### src/rtl/sim_test_monitor.sv
// End-of-test monitor: snoops per-hart register write-back ports for the completion write,
// waits a drain window, then reports pass/fail per hart, with a hard cycle timeout.
module sim_test_monitor #(
    parameter int unsigned NUM_HARTS      = 1,
    parameter int unsigned XLEN           = 32,
    parameter int unsigned DONE_REG       = 26,
    parameter int unsigned RESULT_REG     = 27,
    parameter int unsigned PASS_VAL       = 1,
    parameter int unsigned DRAIN_CYCLES   = 5,
    parameter int unsigned TIMEOUT_CYCLES = 5000,
    parameter int unsigned CNT_W          = 32
) (
    input  logic                      clk,
    input  logic                      rst,
    input  logic [NUM_HARTS-1:0]      wb_we,
    input  logic [NUM_HARTS*5-1:0]    wb_addr,
    input  logic [NUM_HARTS*XLEN-1:0] wb_data,
    output logic                      done,
    output logic                      pass,
    output logic                      fail,
    output logic                      timeout,
    output logic [NUM_HARTS-1:0]      fail_mask,
    output logic [CNT_W-1:0]          cycle_cnt
);

    localparam int unsigned DrainW = (DRAIN_CYCLES > 1) ? $clog2(DRAIN_CYCLES) : 1;

    localparam logic [4:0]        DoneIdx     = 5'(DONE_REG);
    localparam logic [4:0]        ResultIdx   = 5'(RESULT_REG);
    localparam logic [XLEN-1:0]   PassVal     = XLEN'(PASS_VAL);
    localparam logic [XLEN-1:0]   DoneVal     = XLEN'(1);
    localparam logic [CNT_W-1:0]  TimeoutLast = CNT_W'(TIMEOUT_CYCLES - 1);
    localparam logic [DrainW-1:0] DrainLast   = DrainW'(DRAIN_CYCLES - 1);

    typedef enum logic [1:0] {
        StRun,
        StDrain,
        StEnd
    } state_e;

    state_e                state_q;
    logic [CNT_W-1:0]      cycle_cnt_q;
    logic [DrainW-1:0]     drain_cnt_q;
    logic [NUM_HARTS-1:0]  done_seen_q, done_seen_d;
    logic [XLEN-1:0]       result_q [NUM_HARTS];
    logic [XLEN-1:0]       result_d [NUM_HARTS];
    logic [NUM_HARTS-1:0]  res_fail;

    logic                  done_q, pass_q, fail_q, timeout_q;
    logic [NUM_HARTS-1:0]  fail_mask_q;

    logic [4:0]            hart_addr [NUM_HARTS];
    logic [XLEN-1:0]       hart_data [NUM_HARTS];

    for (genvar h = 0; h < NUM_HARTS; h++) begin : g_hart
        assign hart_addr[h] = wb_addr[5*h +: 5];
        assign hart_data[h] = wb_data[XLEN*h +: XLEN];
    end

    // Per-hart snoop; next-state values are used so same-cycle writes count immediately.
    always_comb begin
        done_seen_d = done_seen_q;
        result_d    = result_q;
        res_fail    = '0;
        for (int h = 0; h < NUM_HARTS; h++) begin
            if (state_q != StEnd && wb_we[h] && hart_addr[h] != 5'd0) begin
                if (hart_addr[h] == ResultIdx) begin
                    result_d[h] = hart_data[h];
                end
                if (state_q == StRun && hart_addr[h] == DoneIdx && hart_data[h] == DoneVal) begin
                    done_seen_d[h] = 1'b1;
                end
            end
            res_fail[h] = (result_d[h] != PassVal);
        end
    end

    always_ff @(posedge clk) begin
        if (rst) begin
            state_q     <= StRun;
            cycle_cnt_q <= '0;
            drain_cnt_q <= '0;
            done_seen_q <= '0;
            for (int h = 0; h < NUM_HARTS; h++) begin
                result_q[h] <= '0;
            end
            done_q      <= 1'b0;
            pass_q      <= 1'b0;
            fail_q      <= 1'b0;
            timeout_q   <= 1'b0;
            fail_mask_q <= '0;
        end else begin
            done_seen_q <= done_seen_d;
            result_q    <= result_d;
            unique case (state_q)
                StRun: begin
                    cycle_cnt_q <= cycle_cnt_q + 1'b1;
                    if (&done_seen_d) begin
                        state_q     <= StDrain;
                        drain_cnt_q <= '0;
                    end else if (cycle_cnt_q == TimeoutLast) begin
                        state_q     <= StEnd;
                        done_q      <= 1'b1;
                        pass_q      <= 1'b0;
                        fail_q      <= 1'b1;
                        timeout_q   <= 1'b1;
                        fail_mask_q <= ~done_seen_d;
                    end
                end
                StDrain: begin
                    cycle_cnt_q <= cycle_cnt_q + 1'b1;
                    drain_cnt_q <= drain_cnt_q + 1'b1;
                    if (drain_cnt_q == DrainLast) begin
                        state_q     <= StEnd;
                        done_q      <= 1'b1;
                        pass_q      <= ~|res_fail;
                        fail_q      <= |res_fail;
                        timeout_q   <= 1'b0;
                        fail_mask_q <= res_fail;
                    end
                end
                StEnd: begin
                end
                default: state_q <= StRun;
            endcase
        end
    end

    assign done      = done_q;
    assign pass      = pass_q;
    assign fail      = fail_q;
    assign timeout   = timeout_q;
    assign fail_mask = fail_mask_q;
    assign cycle_cnt = cycle_cnt_q;

endmodule

### config.mk
export PLATFORM = sky130hd
export DESIGN_NAME = sim_test_monitor
export DESIGN_NICKNAME = d
export VERILOG_FILES = /design/src/rtl/sim_test_monitor.sv
export SDC_FILE = /design/constraint.sdc
export NUM_CORES = 1
export LEC_CHECK = 0
export CAP_MARGIN = 20
export CELL_PAD_IN_SITES_DETAIL_PLACEMENT = 0
export CELL_PAD_IN_SITES_GLOBAL_PLACEMENT = 1
export CORE_UTILIZATION = 30
export CTS_CLUSTER_SIZE = 24
export DETAILED_ROUTE_END_ITERATION = 8
export GPL_TIMING_DRIVEN = 1
export HOLD_SLACK_MARGIN = 0.1
export PLACE_DENSITY = 0.7
export RECOVER_POWER = 100
export SYNTH_ARGS = -nofsm -noshare
export SYNTH_HDL_FRONTEND = slang
export SYNTH_SLANG_ARGS = --single-unit
### constraint.sdc
create_clock -name clk -period 2.7 [get_ports clk]
set_clock_uncertainty 0.1 [all_clocks]
set_input_delay 0.54 -clock clk [delete_from_list [all_inputs] [get_ports clk]]
set_output_delay 0.54 -clock clk [all_outputs]
set_load 0.02 [all_outputs]
Word level (Yosys, flattened, before mapping)

Index checks and enable logic that the tools add are counted.

$add $sub $neg: 2
Equal/unequal tests: 14
Multiplexer cells: 25
Bitwise logic cells: 2
Reductions and logical operators: 12

Operator list:

| kind                                                                     | count |
|---|---|
| 32-bit two-way mux                                                       | 2 |
| 32-bit by 1-bit adder with 32-bit output, second input constant          | 1 |
| 32-bit by 1-bit equality test with 1-bit output, second input constant   | 1 |
| 32-bit by 13-bit equality test with 1-bit output, second input constant  | 1 |
| 32-bit by 1-bit inequality test with 1-bit output, second input constant | 1 |
| 1-bit two-way mux                                                        | 12 |
| 5-bit equality test, second input constant                               | 2 |
| 1-bit case mux with 2 select lines                                       | 5 |
| 2-bit inequality test, second input constant                             | 4 |
| 2-bit two-way mux                                                        | 3 |
| 2-bit case mux with 3 select lines                                       | 1 |
| 3-bit case mux with 2 select lines                                       | 1 |
| 5-bit nonzero test                                                       | 1 |
| 1-bit logical AND                                                        | 4 |
| 4-bit AND reduction                                                      | 1 |
| 3-bit by 1-bit adder with 3-bit output, second input constant            | 1 |
| 3-bit equality test, second input constant                               | 1 |
| 3-bit two-way mux                                                        | 1 |
| 3-bit by 2-bit inequality test with 1-bit output, second input constant  | 1 |
| 3-bit AND reduction                                                      | 1 |
| 2-bit by 1-bit equality test with 1-bit output, second input constant    | 1 |
| 2-bit equality test, second input constant                               | 1 |
| 2-bit zero test                                                          | 1 |
| 2-bit by 1-bit inequality test with 1-bit output, second input constant  | 1 |
| other kinds (5)                                                          | 6 |

Register bits: 75
Output and inout port bits: 37

Longest topological paths before layout

Depth after elaboration: 9
Gate-level depth with buffers: 6

Least setup slack after synthesis

No wires, ideal clock.

Path type: in2reg
From: input port wb_data[27]
To: register done_q, in the netlist done
Setup time: 0.120 ns
Arrival time: 1.634 ns
Data required time: 2.480 ns
Path slack: 0.846 ns
Stages on the path: 5
Path buffers: 0
Path through: nor4_1 -> nand4_1 -> nor4_2 -> nor4b_2 -> o31a_1

Cells in the longest elaborated chain, start to end: 6

Ends and longest elaborated chain:

| item                                            | line | source |
|---|---|---|
| from (decl)                                     | 17   | `input logic [NUM_HARTS*XLEN-1:0] wb_data,` |
| 32-bit by 1-bit equality test with 1-bit output | 70   | `if (state_q == StRun && hart_addr[h] == DoneIdx && hart_data[h] == DoneVal) begin` |
| 1-bit logical AND                               | 70   |  |
| 1-bit two-way mux                               | 70   |  |
| 1-bit two-way mux                               | 66   | `if (state_q != StEnd && wb_we[h] && hart_addr[h] != 5'd0) begin` |
| 2-bit inequality test (no line)                 | n/a  |  |
| 4-bit AND reduction (no line)                   | n/a  |  |
| to (signal assigned)                            | 87   | `done_q <= 1'b0;` |
| to (signal assigned)                            | 103  | `done_q <= 1'b1;` |
| to (signal assigned)                            | 115  | `done_q <= 1'b1;` |
| to (decl)                                       | 49   | `logic done_q, pass_q, fail_q, timeout_q;` |

Every way passes these cells.
A chain may end at the register's enable or synchronous reset.

Worst setup path after layout

From: input port wb_data[3]
To: register drain_cnt_q[1]

Cells in the longest elaborated chain, start to end: 6

Ends and longest elaborated chain:

| item                                            | line | source |
|---|---|---|
| 32-bit by 1-bit equality test with 1-bit output | 70   |  |
| 1-bit logical AND                               | 70   |  |
| 1-bit two-way mux                               | 70   |  |
| 1-bit two-way mux                               | 66   |  |
| 2-bit inequality test (no line)                 | n/a  |  |
| 2-bit AND reduction (no line)                   | n/a  |  |
| to (signal assigned)                            | 112  | `drain_cnt_q <= drain_cnt_q + 1'b1;` |
| to (decl)                                       | 43   | `logic [DrainW-1:0] drain_cnt_q;` |

Every way passes these cells.

==> metrics.txt <==
TritonCTS Buffers=9; ANT cells=0; most frequent cells in the layout=77 x nand2_1, 75 x dfxtp_1, 41 x nor2_1; static leakage=0.00166 uW; Setup crit end=drain_cnt_q[1]; drt total wl=about 9.0 mm; H-Tree Depth=3; peak supply drop=252 uV; Initial DRC Count=150; setup TNS=0 ns; Hold Path Class=reg -> reg; Most Crowded Layer GR=met2; register area=between 0.0015 and 0.002 sq mm; DP HPWL=approximately 6.4 mm; min Tclk post-route=between 2 and 2.5 ns; slowest stage delay, CP=0.56 ns; nets@finish=slightly above 500; final core utilization=41.5%; top cells by area, synth=dfxtp_1 45%, nand2_1 8.6%, a21oi_1 5.8%, nor2_1 4.6%, xor2_1 4.5%; clk sinks=75; crit-path max FO=3; number of global-route vias before repair=around 3,000; Critical R2R Capture=pass; outcome=finished, violations left; number of antenna violations at the first check in global routing=0; area taken by multi-input logic gates=about 0.0018 sq mm; die height=approximately 110 microns; Final Hold Vio Count=0; power density over the cells=approximately 530 mW/mm^2; share of cells above drive strength 1=~8%; synthesized flop and latch total=between 70 and 80; die extent in x=108 microns; CTS max path bufs=2; Max Freq=slightly above 400 MHz; Vias=slightly above 3,000; grt ovf=0; CTS resizes=0; leading area contributor after synthesis=dfxtp_1; Initial Utilization=30.8%; Routed Antenna Nets=0; FF-to-FF setup slack=0.66 ns; port bufs=between 70 and 80; Pre-Repair DR Iteration Count=4; routed vias/inst=between 5 and 6; met2 Resource Use GR=about 26%; largest net degree at the start of global routing=41; Post-CTS Hold Buffers=0; DR WL/cell=14.7 microns; drt drc=0; Setup Crit Path Kind=in -> reg; Root Driver=clkbuf_8; Arrival @ worst endpoint=between 2 and 2.5 ns; max_cap viols=1; CP Launch Type=input pin; M3 GR Usage=roughly 4.8%; Final period util=between 80 and 90%; IO Count=77; final max-slew violation count=41; worst setup path start=wb_data[3]; critical-path cell list=dlygate4sd3_1, nor4_1, nand4_1, o41a_1, o21ai_0, a21oi_1; R2R Path Start=cycle_cnt[0]; Mapped Cells=~400; Slew headroom=-22.4%; clk slew on worst S/H paths=about 0.08 ns; measured slew at the worst slew-check pin=1.84 ns; sequential area share after synthesis=approximately 45%; Post-synth EDFFs=0; Clk Latency, worst-skew pair=~0.35 ns; Async S/R FF share, synth=0%; synthesized area per cell=around 8.5 sq um; Setup crit end kind=register; Post-CTS Setup Inserts=0; top_reg_cell synth=dfxtp_1; final setup violating endpoints=0; worst-path cell with the longest stage delay=dlygate4sd3_1; die area=0.0116 sq mm; CTS tree=yes; area grow syn2layout=34.7%; Ys Warns=0; unrepaired setup endpoints after global routing=false; Synth Cell Area=about 0.0033 sq mm; Pwr Total=~2400 uW; Core Area=roughly 0.011 sq mm; synth unique cells=47; global-route wire length before repair=between 10 and 15 mm; GP Congestion=between 0.7 and 0.8; fillers=around 1,100; post-synth top area share=44.9%; syn nets=around 440; Worst EP required=between 2 and 3 ns; commonest non-fill, non-tap cell in the layout=nand2_1; Global Route Usage Sum=between 10% and 20%; met1 Use GR=a little over a fifth; failing checks=capacitance limit, slew limit; # rows=38; cells on worst reg2reg path=5
## flip-flops by register name, summed over array words and instances (netlist names)
signal       count
drain_cnt_q      3
fail_mask        1
result_q        32
cycle_cnt       32
timeout          1
done_seen_q      1
state_q          2
done             1
pass             1
fail             1
## how the worst min path moves through the flow
stage	start	end	slack [ns]	cells after the start
floorplan	result_q[0]	result_q[0]	0.33	2
global placement	result_q[0]	result_q[0]	0.34	2
detailed placement	result_q[16]	result_q[16]	0.35	2
CTS	result_q[16]	result_q[16]	0.36	2
global route	result_q[26]	result_q[26]	0.38	2
finish	result_q[0]	result_q[0]	0.36	2
## cell usage after synthesis (all sizes together), types with 2 or more instances
| cell type | n |
|---|---|
| o21ai | 6 |
| and2 | 3 |
| and4 | 5 |
| ha | 3 |
| nor4b | 7 |
| xor2 | 17 |
| buf | 4 |
| dfxtp | 75 |
| nor3 | 2 |
| clkbuf | 14 |
| nand4 | 15 |
| and4b | 2 |
| nand2 | 77 |
| a21oi | 39 |
| nand3 | 19 |
| inv | 3 |
| or3 | 2 |
| o31a | 3 |
| nor2 | 41 |
| mux2 | 2 |
| xnor2 | 9 |
| nor2b | 5 |
| and3 | 6 |
| nor4 | 24 |
## where the power goes
| group | internal (uW) | switching [uW] |
|---|---|---|
| sequential | 1110 | 7.74 |
| combinational | 69.0 | 58.6 |
| clock | 712 | 439 |
| total | 1890 | 505 |
## area by class of cell
type / count / share of cell area (%)
Multi-Input combinational cell: 299 / 39.1
Timing Repair Buffer: 82 / 17.6
Inverter: 3 / 0.250
Sequential cell: 75 / 33.3
Clock buffer: 10 / 2.83
Clock inverter: 6 / 3.06
Tap cell: 140 / 3.89
## layer usage
metal	vias to the layer above	share of wire [%]
li1	1543	-
met1	1447	48
met2	86	44
met3	7	6.9
met4	0	0.89
met5	-	0
## worst max-delay path, delay by kind of cell
kind	cells	cell delay [ns]
and+or+nand+nor	2	0.69
AOI/OAI and AO/OA	3	0.66
buffers and inverters	1	0.56
## kinds of logic (layout without fill, tap and decap cells)
group | after synthesis | after routing | synth area share [%]
adders and majority gates | 3 | 3 | 1.12
xor gates and xnor gates | 26 | 26 | 6.81
and+or+nand+nor | 213 | 213 | 34.7
AOI/OAI and AO/OA | 54 | 54 | 9.02
muxes | 3 | 3 | 0.973
DFF | 75 | 75 | 44.9
buffers and inverters | 21 | 101 | 2.47
## stage by stage
stage	hold WS, ns	cells	setup slack (ns)	instance area [sq um]
after floorplan	0.332	395	0.846	3340
after global placement	0.343	599	0.120	4250
after detailed placement	0.347	599	0.0954	4250
after CTS	0.358	615	0.464	4510
after global routing	0.378	615	0.224	4500
final	0.355	615	0.288	4500
Power figures use the tool's default switching activity.
